[src/rtl/instruction_sequencer_pkg.sv]
// rtl/instruction_sequencer_pkg.sv - shared state encoding, opcode indices and NOP constant
package instruction_sequencer_pkg;

   localparam logic [1:0] ST_IDLE   = 2'd0;
   localparam logic [1:0] ST_FETCH  = 2'd1;
   localparam logic [1:0] ST_DECODE = 2'd2;
   localparam logic [1:0] ST_EXEC   = 2'd3;

   localparam int OP_INOP = 0;
   localparam int OP_INOT = 15;

   localparam logic [15:0] NOP_ONEHOT = 16'h0001 << OP_INOP;

endpackage

[src/rtl/instruction_sequencer_decoder.sv]
// rtl/instruction_sequencer_decoder.sv - instruction byte to one-hot opcode decoder
module instructionDecoder
   import instruction_sequencer_pkg::*;
(
   input  logic [7:0]  i_ir,
   output logic [15:0] o_onehot,
   output logic        o_illegal
);

   logic w_illegal;

   assign w_illegal = |i_ir[7:4];

   // Any byte with a nonzero upper nibble executes as a NOP and is flagged.
   always_comb begin
      o_onehot  = NOP_ONEHOT;
      o_illegal = w_illegal;
      if (!w_illegal) begin
         o_onehot = 16'h0001 << i_ir[3:0];
      end
   end

endmodule

[src/rtl/instruction_sequencer.sv]
// rtl/instruction_sequencer.sv - fetch/decode/execute sequencer with retire counter
module instruction_sequencer
   import instruction_sequencer_pkg::*;
#(
   parameter int PC_W  = 8,
   parameter int CNT_W = 16
)(
   input  logic             clk,
   input  logic             reset_n,
   input  logic             start,
   input  logic [PC_W-1:0]  start_pc,
   input  logic             halt_req,
   output logic             imem_req,
   output logic [PC_W-1:0]  imem_addr,
   input  logic             imem_ack,
   input  logic [7:0]       imem_rdata,
   output logic [15:0]      exec_onehot,
   output logic             exec_valid,
   input  logic             exec_done,
   input  logic             branch_taken,
   input  logic [PC_W-1:0]  branch_target,
   output logic             busy,
   output logic             illegal,
   output logic [CNT_W-1:0] retired
);

   logic [1:0]       r_state;
   logic [PC_W-1:0]  r_pc;
   logic [7:0]       r_ir;
   logic [15:0]      r_exec_onehot;
   logic             r_illegal;
   logic [CNT_W-1:0] r_retired;

   logic [15:0]      w_onehot;
   logic             w_illegal;
   logic             w_is_nop;
   logic [PC_W-1:0]  w_pc_inc;
   logic [CNT_W-1:0] w_retired_next;

   instructionDecoder u_decoder (
      .i_ir      (r_ir),
      .o_onehot  (w_onehot),
      .o_illegal (w_illegal)
   );

   assign w_is_nop       = (w_onehot == NOP_ONEHOT);
   assign w_pc_inc       = r_pc + {{(PC_W-1){1'b0}}, 1'b1};
   assign w_retired_next = (&r_retired) ? r_retired : r_retired + {{(CNT_W-1){1'b0}}, 1'b1};

   always_ff @(posedge clk or negedge reset_n) begin
      if (!reset_n) begin
         r_state       <= ST_IDLE;
         r_pc          <= '0;
         r_ir          <= '0;
         r_exec_onehot <= NOP_ONEHOT;
         r_illegal     <= 1'b0;
         r_retired     <= '0;
      end else begin
         case (r_state)
            ST_IDLE: begin
               if (start) begin
                  r_pc      <= start_pc;
                  r_illegal <= 1'b0;
                  r_retired <= '0;
                  r_state   <= ST_FETCH;
               end
            end
            ST_FETCH: begin
               if (imem_ack) begin
                  r_ir    <= imem_rdata;
                  r_state <= ST_DECODE;
               end
            end
            ST_DECODE: begin
               r_exec_onehot <= w_onehot;
               if (w_illegal) begin
                  r_illegal <= 1'b1;
               end
               // NOPs retire straight from decode without visiting the execution unit.
               if (w_is_nop) begin
                  r_pc      <= w_pc_inc;
                  r_retired <= w_retired_next;
                  r_state   <= halt_req ? ST_IDLE : ST_FETCH;
               end else begin
                  r_state <= ST_EXEC;
               end
            end
            ST_EXEC: begin
               if (exec_done) begin
                  r_pc      <= branch_taken ? branch_target : w_pc_inc;
                  r_retired <= w_retired_next;
                  r_state   <= halt_req ? ST_IDLE : ST_FETCH;
               end
            end
            default: r_state <= ST_IDLE;
         endcase
      end
   end

   assign imem_req    = (r_state == ST_FETCH);
   assign imem_addr   = r_pc;
   assign exec_valid  = (r_state == ST_EXEC);
   assign exec_onehot = r_exec_onehot;
   assign busy        = (r_state != ST_IDLE);
   assign illegal     = r_illegal;
   assign retired     = r_retired;

endmodule

[config.mk]
export PLATFORM = sky130hd
export DESIGN_NAME = instruction_sequencer
export DESIGN_NICKNAME = d
export VERILOG_FILES = /design/src/rtl/instruction_sequencer_pkg.sv /design/src/rtl/instruction_sequencer_decoder.sv /design/src/rtl/instruction_sequencer.sv
export SDC_FILE = /design/constraint.sdc
export NUM_CORES = 1
export LEC_CHECK = 0
export ABC_AREA = 1
export CAP_MARGIN = 20
export CORE_ASPECT_RATIO = 0.75
export CORE_MARGIN = 4
export CORE_UTILIZATION = 32
export CTS_CLUSTER_DIAMETER = 60
export CTS_CLUSTER_SIZE = 30
export DETAILED_ROUTE_END_ITERATION = 8
export GPL_TIMING_DRIVEN = 1
export PLACE_DENSITY = 0.57
export SYNTH_ARGS = -nofsm -noshare
export SYNTH_HDL_FRONTEND = slang
export SYNTH_SLANG_ARGS = --single-unit
export TNS_END_PERCENT = 1
[constraint.sdc]
create_clock -name clk -period 1.8 [get_ports clk]
set_input_delay 0.18 -clock clk [delete_from_list [all_inputs] [get_ports clk]]
set_output_delay 0.18 -clock clk [all_outputs]
set_load 0.005 [all_outputs]
==> results of run 1 <==
## worst max-delay path, delay by kind of cell, from the launching register on
| kind | cells | cell delay, ns |
|---|---|---|
| flops | 1 | 0.47 |
| buf+inv | 1 | 0.56 |
| simple gates | 1 | 0.22 |
## area by class of cell
type / instances / area [µm²] / area share, %
multi-input combinational: 284 / 1390 / 35.0
sequential: 51 / 1280 / 32.3
timing repair buffer: 87 / 852 / 21.5
inverter: 42 / 160 / 4.04
tap: 108 / 135 / 3.40
clock buffer: 5 / 125 / 3.15
clock inverter: 3 / 27.5 / 0.694
## power by group through the flow
| stage | clock [W] | sequential [W] | combinational, W |
|---|---|---|---|
| 2_1_floorplan | 0 | 0.00169 | 0.00139 |
| 3_3_place_gp | 0 | 0.00172 | 0.00227 |
| 3_5_place_dp | 0 | 0.00172 | 0.00229 |
| 4_1_cts | 0.00101 | 0.00170 | 0.00230 |
| 5_1_grt | 0.00106 | 0.00175 | 0.00273 |
| 6_report | 0.000986 | 0.00171 | 0.00243 |
## final timing paths
check                                       startpoint                     endpoint  slack, ns  cells past startpoint
max                             r_state[1]$_DFFE_PN0P_                     imem_req       0.08                      2
min                                            reset_n   exec_onehot[8]$_DFFE_PN0P_       0.32                      2
max reg2reg                     retired[1]$_DFFE_PN0P_       retired[4]$_DFFE_PN0P_       0.13                      6
min reg2reg                exec_onehot[11]$_DFFE_PN0P_  exec_onehot[11]$_DFFE_PN0P_       0.49                      2
max in group asynchronous                      reset_n   exec_onehot[0]$_DFFE_PN1P_       0.90                      3
min in group clk                         imem_rdata[0]          r_ir[0]$_DFFE_PN0P_       0.48                      3
## repair_timing
item | CTS | global route
setup endpoints to repair | 0 | 21
buffers inserted | 0 | 0
hold buffers | 1 | 0
endpoints found under the hold margin | 13 | 0
gates resized for setup | 0 | 11
## cell usage in the layout (no fill, tap or decap), types with 2 or more instances in the layout
cell type / n
nand2_1: 114
clkdlybuf4s50_1: 73
dfrtp_1: 47
nor2_1: 44
inv_1: 38
nand3_1: 35
o21ai_0: 18
o21ai_1: 15
buf_4: 10
a21oi_1: 9
nand4_1: 5
mux2_2: 5
clkbuf_16: 5
nor3_1: 4
or2_2: 4
inv_2: 3
nor2_2: 3
a22oi_1: 3
dfrtp_2: 3
xnor2_1: 2
nand3_2: 2
nand2_2: 2
nand2_4: 2
nand3b_1: 2
a32o_1: 2
o21bai_1: 2
o211ai_1: 2
## flip-flops by register name, summed over array words and instances (netlist names)
register	cells
retired	16
r_state	2
illegal	1
exec_onehot	16
r_ir	8
imem_addr	8
## routing by layer
layer	track usage (%)	vias to the layer above	wire [µm]
met5	0	-	0
met3	3.45	7	446
met2	23.7	61	3530
met1	22.4	1297	4060
met4	3.48	0	68
li1	-	1425	-
## cells by family (layout without fill, tap and decap cells)
family | Yosys count | after routing | synth area share, %
simple gates | 217 | 219 | 32.6
flops | 51 | 51 | 45.3
xor+xnor | 3 | 3 | 0.931
buf+inv | 49 | 137 | 7.23
mux | 5 | 5 | 1.99
compound gates | 55 | 55 | 11.1
fa+ha+maj | 2 | 2 | 0.886
## through the flow
stage | setup slack [ns] | cell area, µm² | power (W) | cells
after CTS | 0.0233 | 3920 | 0.00502 | 578
after global routing | -0.00221 | 3970 | 0.00554 | 580
final | 0.0796 | 3970 | 0.00513 | 580
after floorplan | 0.301 | 2820 | 0.00308 | 382
after global placement | 0.144 | 3750 | 0.00398 | 569
after detailed placement | 0.0833 | 3750 | 0.00401 | 569
==> reports/qor.yml, run 1 <==
global_routing:
  grt_pass1_vias: 2663
  grt_pass1_wl_mm: 12.9
  grt_max_degree: 33
  grt_usage_pct: 15.5
  overflow: 0
  antenna_found_initial: 0
final_layout:
  syn_to_final_growth_pct: 40.6
  drive_gt1_share_pct: 10.6
  insertedDiodeCount: 0
  finalNetCount: 504
  filler_cell_count: 861
  fin_util_pct: 46.5
yosys:
  syn_nets: 415
  synthDistinctLibCells: 35
  synthArstFlopShare_pct: 100
  avgSynthCellArea_um2: 7.39
  yosysMostFrequentCell: "nand2_1"
  syn_inst: 382
  synth_edf_count: 0
  ys_seq_elements: 51
  synth_flop_cell: "dfrtp_1"
  yosys_warnings: 0
  synth_area_leaders: "dfrtp_1 (44%), nand2_1 (15%), nand3_1 (6.4%)"
  syn_area_mm2: 0.00282
  yosys-top-cells-count: "nand2_1 (114), dfrtp_1 (50), nor2_1 (47)"
  seq_area_frac_synth_pct: 45.3
  yosysTopAreaCell: "dfrtp_1"
  synth_top_area_share_pct: 44.3
die:
  fp-row-count: 29
  die-area_mm2: 0.0104
  dieWidth_um: 116
  core_area_mm2: 0.00853
  start_util_pct: 33.1
  io_pins: 75
  dieHeight_um: 89.3
placed_design:
  port_buffers: 74
  globalplace.congestion: 0.831
  hpwl_mm: 5.90
timing:
  rsz0062_at_grt: "yes"
  finalSetupViolCount: 0
  holdWs_ns: 0.321
  fin_skew_ns: 0.00891
  clock.fmax_ghz: 0.581
  tns_ns: 0
  slew_violations: 0
  period_needed_ns: 1.72
  slew_headroom_pct: 59.6
  tightest_slew_ns: 0.602
  hold_viol: 0
  fin_crit_sh_pct: 95.6
clock_network:
  clk_latency_ns: 0.29
  clockRootBuffer: "clkbuf_16"
  cts_sinks: 51
  cts.clk_slew.worst_paths_ns: 0.08
  cts_max_path_buffers: 2
  cts_buffers: 5
  htreeDepth: 2
  tritoncts: "done"
power:
  p_comb_share_pct: 47.4
  p_per_area_mw_per_mm2: 1290
  peakVddDrop_uv: 538
  intPower_w: 0.00300
  netSwitchingPower_w: 0.00213
  seq_power_share_pct: 33.3
  leakagePower_nw: 1.75
  switching_share_pct: 41.5
  clkPwrFrac_pct: 19.2
worst_setup_path:
  crit_type: "flip-flop to output port"
  crit_slowest_cell: "clkdlybuf4s50_1"
  cpPeakStageDelay_ns: 0.56
  start_kind: "flip-flop"
  cp.required_ns: 1.62
  endpoint_kind: "output port"
  critical_path.max_fanout: 8
  worstPathArrival_ns: 1.54
  crit_chain: "nor2_2 > clkdlybuf4s50_1"
run:
  drv_cap: 0
route:
  ant_nets: 0
  totalWireLength_mm: 8.10
  dr.pass1.iters: 4
  drt_drc_violations_left: 0
  vias_per_cell: 4.81
  wire_per_inst_um: 14.0
  drtIter0Drc: 93
  vias: 2790
hold_path:
  hp-class: "input port to asynchronous set/reset pin"
status:
  status: "finished clean"
Power figures use the tool's default switching activity.
==> inputs of run 2 (changes only) <==
==> constraint.sdc (replaced) <==
create_clock -name clk -period 1.8 [get_ports clk]
set_input_delay 0.36 -clock clk [delete_from_list [all_inputs] [get_ports clk]]
set_output_delay 0.36 -clock clk [all_outputs]
set_load 0.005 [all_outputs]
==> run 2 against run 1 <==
Against the previous run: critical path depth is 1 lower; cell count is 1.0% higher; sequential share of layout area is 0.52 points lower; global-route usage hardly changed; register-to-register slack hardly changed; via count is 0.97% higher; sequential power hardly changed; clock power is 0.6% higher; wire length is 0.90% lower; largest cell class unchanged.
==> reports/qor.yml, run 2 (synthesis gave the netlist of run 1 again) <==
worst_setup_path:
  start_kind: "flip-flop"
  crit_type: "flip-flop to output port"
  endpoint_kind: "output port"
  crit-reg2reg-launch: "r_state[1]$_DFFE_PN0P_"
  cp.depth: 1  # -1
  cpPeakStageDelay_ns: 0.53  # -0.03 ns
  regToRegSetupSlack_ns: 0.14  # about the same
  worstPathArrival_ns: 1.34  # -0.20 ns
  reg2regPathDepth: 8  # +2
  critical_path.max_fanout: 2  # -6
  critPathBufInv: 1  # unchanged
  cp.required_ns: 1.44  # -0.18 ns
  reg2reg_to: "retired[1]$_DFFE_PN0P_"
  crit_family: "flip-flops"
  setup.worst_path.start: "exec_onehot[0]$_DFFE_PN1P_"
  crit_chain: "clkdlybuf4s50_1"
  crit_slowest_cell: "dfstp_2"
  cp-endpoint: "exec_onehot[0]"
timing:
  fin_skew_ns: 0.00742  # -0.00148 ns
  holdWs_ns: 0.0361  # -0.285 ns
  slew_violations: 0  # unchanged
  tightest_slew_ns: 0.591  # -0.0111 ns
  period_needed_ns: 1.70  # -0.0193 ns
  fin_crit_sh_pct: 94.5  # -1.1 points
  tns_ns: 0  # unchanged
  slew_headroom_pct: 60.3  # +0.74 points
  clock.fmax_ghz: 0.588  # +1.1%
  hold_viol: 0  # unchanged
  finalSetupViolCount: 0  # unchanged
  rsz0062_at_grt: "no"
route:
  routed-wl-met2_mm: 3.41  # -3.2%
  wl_met3_um: 490  # +9.9%
  wire_per_inst_um: 13.7  # -1.9%
  drtIter0Drc: 196  # +110%
  vias_per_cell: 4.81  # about the same
  dr.max_layer_used: "met4"
  ant_nets: 0  # unchanged
  totalWireLength_mm: 8.03  # -0.90%
  drt_drc_violations_left: 0  # unchanged
  drt-met1-wl_mm: 4.06  # about the same
  vias: 2817  # +0.97%
  dr.pass1.iters: 4  # unchanged
placed_design:
  placedCellCount: 573  # +0.70%
  postPlaceCellArea_mm2: 0.00378  # +0.80%
  port_buffers: 74  # unchanged
  hpwl_mm: 5.83  # -1.1%
  globalplace.congestion: 0.801  # -3.6%
clock_network:
  clockRootBuffer: "clkbuf_16"
  cts_buffers: 5  # unchanged
  cts_sinks: 51  # unchanged
  tritoncts: "done"
  cts.clk_slew.worst_paths_ns: 0.08  # about the same
  cts_max_path_buffers: 2  # unchanged
  htreeDepth: 2  # unchanged
  cts_hold_buf: 0  # -1
  clk_latency_ns: 0.30  # about the same
global_routing:
  antenna_found_initial: 0  # unchanged
  grt_pass1_wl_mm: 12.9  # -0.27%
  grt_max_degree: 52  # +58%
  grt_pass1_vias: 2631  # -1.2%
  overflow: 0  # unchanged
  grt_usage_pct: 15.5  # -0.030 points
power:
  p_per_area_mw_per_mm2: 1300  # +0.37%
  leakagePower_nw: 1.81  # +3.2%
  peakVddDrop_uv: 551  # +2.4%
  p_total_w: 0.00522  # +1.9%
die:
  die-area_mm2: 0.0104  # unchanged
  io_pins: 75  # unchanged
  core_area_mm2: 0.00853  # unchanged
  fp-row-count: 29  # unchanged
  dieHeight_um: 89.3  # unchanged
  dieWidth_um: 116  # unchanged
  start_util_pct: 33.1  # unchanged
run:
  drv_cap: 0  # unchanged
final_layout:
  stdcell_count: 586  # +1.0%
  regArea_mm2: 0.00128  # about the same
  final_common_cell: "nand2_1"
  multi_input_area_mm2: 0.00141  # +1.4%
  drive_gt1_share_pct: 12.1  # +1.5 points
  fin_area_mm2: 0.00403  # +1.5%
  final_cell_mix: "nand2_1 (113), clkdlybuf4s50_1 (70), dfrtp_1 (48)"
  finalNetCount: 510  # +1.2%
  insertedDiodeCount: 0  # unchanged
  filler_cell_count: 814  # -5.5%
  syn_to_final_growth_pct: 42.8
status:
  status: "finished clean"
hold_path:
  hp-class: "input port to asynchronous set/reset pin"
==> run 2: where the power goes <==
part	internal [W]	leakage, nW	switching (W)	total [W]
Clock	0.000528	0.0719	0.000463	0.000992
Sequential	0.00145	0.660	0.000267	0.00171
Combinational	0.00111	1.08	0.00141	0.00252
==> run 2: how the worst min path moves through the flow <==
stage            start                           to  slack [ns]  cells after the start
2_1_floorplan  reset_n  exec_onehot[10]$_DFFE_PN0P_        0.06                      0
4_1_cts        reset_n  exec_onehot[10]$_DFFE_PN0P_        0.06                      2
6_report       reset_n          r_ir[4]$_DFFE_PN0P_        0.04                      2
3_5_place_dp   reset_n          r_ir[4]$_DFFE_PN0P_        0.38                      2
5_1_grt        reset_n          r_ir[0]$_DFFE_PN0P_        0.08                      2
3_3_place_gp   reset_n          r_ir[4]$_DFFE_PN0P_        0.39                      2
==> run 2: per-stage QoR <==
step / util [%] / setup WS [ns]
floorplan: - / 0.301
global placement: 44.4 / -0.0123
detailed placement: 44.4 / -0.0703
CTS: 46.4 / -0.0114
global route: 47.3 / 0.0179
finish: 47.3 / 0.0989
==> run 2: repair_timing <==
action	4_1_cts	5_1_grt
resized for setup	5	11
hold endpoints to repair	0	0
buffers inserted	2	1
setup endpoints to repair	3	18
pin swaps	0	4
cloned	0	2
==> run 2: layout make-up <==
| class | instances | share of cell area (%) |
|---|---|---|
| clock inverters | 3 | 0.683 |
| inverters | 42 | 3.97 |
| flip-flops and latches | 51 | 31.8 |
| well taps | 108 | 3.35 |
| clock buffers | 5 | 3.10 |
| multi-input cells | 284 | 34.9 |
| repair buffers | 93 | 22.2 |
==> run 2: metal layers <==
layer  track usage [%]  vias up
li1                  -     1427
met1              22.8     1317
met2              23.4       65
met3              3.11        8
met4              3.48        0
met5                 0        -
==> edit 1 (config.mk and constraints of run 2) <==
`PC_W`: 8 -> 10.
--- a/src/rtl/instruction_sequencer.sv
+++ b/src/rtl/instruction_sequencer.sv
@@ -3,5 +3,5 @@
    import instruction_sequencer_pkg::*;
 #(
-   parameter int PC_W  = 8,
+   parameter int PC_W  = 10,
    parameter int CNT_W = 16
 )(
Ports: changed (resized branch_target, imem_addr and start_pc); port bits go from 75 to 81. The function was not compared with the original's and may differ.
==> edit 1 against run 2 <==
- design area rose by 4.2%
- core utilization rose by 1.1 points
- sequential cell count rose by 2
- clock power rose by 11%
- cell count rose by 2.4%
- power rose by 10%
- via count rose by 1.4%
- non-clock buffer count rose by 12
- routed wire length rose by 4.3%
- sequential share of layout area barely moved
- synthesized cell count rose by 1.8%
- worst setup slack got worse by 0.036 ns
- sequential power rose by 6%
- synthesized area rose by 3.1%
- largest cell class unchanged
- largest power group unchanged
==> edit 1: results (changes against run 2) <==
Parameter                              Value

Global route
  Met2 track utilization from global routing    0.2368 (+0.003160)
  Vias in the first global route    2799 (+6.4%)
  Largest net degree at the start of global routing    35 (-33%)
  Aggregate global-route resource usage    0.1583 (+0.003739)

Yosys
  Multiplexer share of the synthesized area    0.01548 (-0.004470)
  Net count of the mapped netlist    426 (+2.7%)
  Most frequent cells after synthesis    sky130_fd_sc_hd__nand2_1 (101), sky130_fd_sc_hd__dfrtp_1 (52), sky130_fd_sc_hd__nor2_1 (47), sky130_fd_sc_hd__nand3_1 (40), sky130_fd_sc_hd__inv_1 (37)
  Avg Synthesized Cell Area    7.481 µm² (+1.2%)
  Share of synthesized cell area in full adder, half adder and majority cells    0.008598 (-0.0002668)
  Area fraction in compound gates after synthesis    0.1367 (+0.02590)

Pwr
  Pint    3.533 mW (+15%)
  Leak pwr    1.865 nW (+3.0%)
  Sequential power    1.82 mW (+6%)

Layout
  Share of cells above drive strength 1    0.1240 (+0.002645)
  Fill cell instance count of the final layout    857 (+5.3%)

Detailed routing
  Routed met1 length    4.224 mm (+4.1%)
  Met3 WL post-DR    438 µm (-11%)
  Count of routing violations after the opening detailed-route iteration    116 (-41%)
  Overall via count from detail_route    2856 (+1.4%)

Worst setup path
  Launching point of the worst reg2reg path    retired[0]
  Worst Path Arrival    1.38 ns (+0.04 ns)
  Setup slack of the most critical reg-to-reg path    0.17 ns (+0.03 ns)
  Category of cells accounting for the largest share of critical-path delay    buffers and inverters

Placed design
  HPWL after detailed placement    6.241 mm (+7.0%)

Outcome
  Result of the run    completed

STA
  Setup skew after layout    0.009080 ns (+0.001658 ns)
-- edit 1: metrics by stage --
stage | worst slack (ns) | total power [mW] | cell area (µm²) | hold WS (ns)
floorplan | 0.3017 | 3.304 | 2910 | 0.06441
global placement | 0.05467 | 4.470 | 3935 | 0.3617
detailed placement | 0.001600 | 4.506 | 3935 | 0.3580
CTS | -0.02980 | 5.691 | 4136 | 0.04631
global route | -0.01641 | 6.237 | 4198 | 0.06136
finish | 0.06264 | 5.769 | 4198 | 0.02583
-- edit 1: repair_timing --
action / in CTS / in global routing
pin swaps: 0 / 1
endpoints found under the setup margin: 3 / 21
gates resized for setup: 8 / 6
setup buffers: 2 / 6
endpoints found under the hold margin: 0 / 0
-- edit 1: area by class of cell --
class,count,area (µm²),area share
Clock buffer,5,125.1,0.02981
Clock inverter,3,46.29,0.01103
Inverter,41,153.9,0.03666
Multi-Input combinational cell,285,1385,0.3300
Sequential cell,53,1331,0.3171
Tap cell,108,135.1,0.03219
Timing Repair Buffer,105,1021,0.2432
==> edit 2 (config.mk and constraints of run 2) <==
Made on the original files. Reset style: synchronous (`reset_n`), changed in one clocked block.
--- a/src/rtl/instruction_sequencer.sv
+++ b/src/rtl/instruction_sequencer.sv
@@ -48,5 +48,5 @@
    assign w_retired_next = (&r_retired) ? r_retired : r_retired + {{(CNT_W-1){1'b0}}, 1'b1};
 
-   always_ff @(posedge clk or negedge reset_n) begin
+   always_ff @(posedge clk) begin
       if (!reset_n) begin
          r_state       <= ST_IDLE;
Check against the original RTL: differs if reset_n is asserted again (counterexample within 4 cycles, from zero or initial values and one cycle with reset_n low); with reset_n held inactive, the same outputs for 10 cycles.
==> edit 2 against run 2 <==
- global-route usage rose by 1.5 points
- fmax fell by 1.9%
- routed wire length rose by 2.7%
- sequential cell count did not move
- worst setup slack got worse by 0.034 ns
- highest routed layer unchanged
- power fell by 11%
- synthesized area fell by 0.58%
- cell count rose by 4.8%
- sequential power fell by 9%
- count of clock-buffer cells in the layout rose by 1
- critical path type unchanged
- critical endpoint is now imem_req
- design area fell by 0.81%
- clock power rose by 13%
- die area fell by 0.53%
==> edit 2: results (changes against run 2) <==
Parameter                              Value

Detailed routing
  Routed met1 length    4.315 mm (+6.4%)
  Count of routing violations after the opening detailed-route iteration    135 (-31%)
  Mean number of vias per cell    4.809 (about the same)
  Met3 WL post-DR    546 µm (+11%)
  DR WL/cell    13.43 µm (-2.0%)
  Number of iterations in the first detailed-routing pass    5 (+1)
  Length of routed met2 wiring    3.290 mm (-3.6%)

Layout
  Share of cells above drive strength 1    0.1265 (+0.005143)
  Layout Nets    538 (+5.5%)
  Non-filler instance count after layout    614 (+4.8%)

Placed design
  Worst-case setup slack after placement    -0.05581 ns (+0.01449 ns)
  Global placement routability congestion    0.9179 (+15%)
  HPWL after detailed placement    6.310 mm (+8.2%)
  Standard cell area after detailed placement    3784 µm² (about the same)

Global route
  Met1 demand-to-capacity share in global routing    0.2491 (+0.02088)
  Met2 track utilization from global routing    0.2538 (+0.02014)
  Global routing met3 resource utilization    0.03315 (+0.002030)
  Vias in the first global route    2813 (+6.9%)
  First-pass GRT wire length    14.06 mm (+9.3%)
  Largest net degree at the start of global routing    36 (-31%)
  Aggregate global-route resource usage    0.1701 (+0.01548)

Worst setup path
  Slowest-stage cell, CP    sky130_fd_sc_hd__clkdlybuf4s50_1
  Worst Path Arrival    1.37 ns (+0.03 ns)
  Slowest Stage Delay on Critical Path    0.49 ns (-0.04 ns)
  Category of cells accounting for the largest share of critical-path delay    buffers and inverters
  Largest driver fanout on the critical path    10 (+8)

Yosys
  Synth unique cells    39 (+11%)
  Net count of the mapped netlist    447 (+7.7%)
  Most frequent cells after synthesis    sky130_fd_sc_hd__nand2_1 (95), sky130_fd_sc_hd__nor2_1 (55), sky130_fd_sc_hd__dfxtp_1 (51), sky130_fd_sc_hd__inv_1 (39), sky130_fd_sc_hd__a21oi_1 (38)
  Post-synthesis async set-or-reset flop share    0 (-1.000)
  Number of instances in the synthesized netlist    414 (+8.4%)
  Part of the Yosys area used for sequential elements    0.3638 (-0.08877)

Min path
  Worst hold path class    flop to flop

Pwr
  Sequential power    1.56 mW (-9%)
  IR Drop Worst-Case VDD    0.4754 mV (-14%)
  PnR Total Power    4.629 mW (-11%)
  Clock network power    1.12 mW (+13%)
  Leak pwr    1.570 nW (-13%)

Outcome
  Result of the run    completed

Clock tree
  Post-CTS resize count    10 (+5)
  Total setup buffers inserted after CTS    1 (-1)

STA
  Setup skew after layout    0.005070 ns (-0.002352 ns)
  Worst slew slack as a fraction of its limit    0.6670 (+0.06386)
[edit 2: cell types whose count changed after synthesis, moves of 5 or more]
cell / before / now
sky130_fd_sc_hd__a21oi_2: 0 / 5
sky130_fd_sc_hd__nor2_1: 47 / 55
sky130_fd_sc_hd__o21ai_1: 15 / 0
sky130_fd_sc_hd__nand3_1: 36 / 29
sky130_fd_sc_hd__o21ai_0: 18 / 33
sky130_fd_sc_hd__dfrtp_1: 50 / 0
sky130_fd_sc_hd__dfxtp_1: 0 / 51
sky130_fd_sc_hd__mux2_2: 5 / 0
sky130_fd_sc_hd__nand2_1: 114 / 95
sky130_fd_sc_hd__a21oi_1: 9 / 38
sky130_fd_sc_hd__clkbuf_1: 2 / 7
sky130_fd_sc_hd__nor3_1: 4 / 10
[edit 2: cell families (layout without fill, tap and decap cells)]
| group | Yosys count | after routing | share of synthesized area |
|---|---|---|---|
| simple gates | 209 | 209 | 0.3411 |
| buf+inv | 57 | 149 | 0.08827 |
| xor+xnor | 2 | 2 | 0.006243 |
| flops | 51 | 51 | 0.3638 |
| compound gates | 93 | 93 | 0.1917 |
| fa+ha+maj | 2 | 2 | 0.008915 |
[edit 2: worst paths after layout]
kind         startpoint            to  slack [ns]  cells past startpoint
max          r_state[1]      imem_req        0.07                      4
min reg2reg     r_ir[7]       r_ir[7]        0.46                      2
min             r_ir[7]       r_ir[7]        0.46                      2
max reg2reg  r_state[1]  imem_addr[5]        0.13                      9
[edit 2: area by class of cell]
cell class                      instances  area, µm²
Timing Repair Buffer                   98      938.4
Multi-Input combinational cell        306       1555
Sequential cell                        51       1026
Clock buffer                            6      138.9
Tap cell                              108      135.1
Fill cell                             885       4493
Clock inverter                          2      35.03
Inverter                               43      168.9
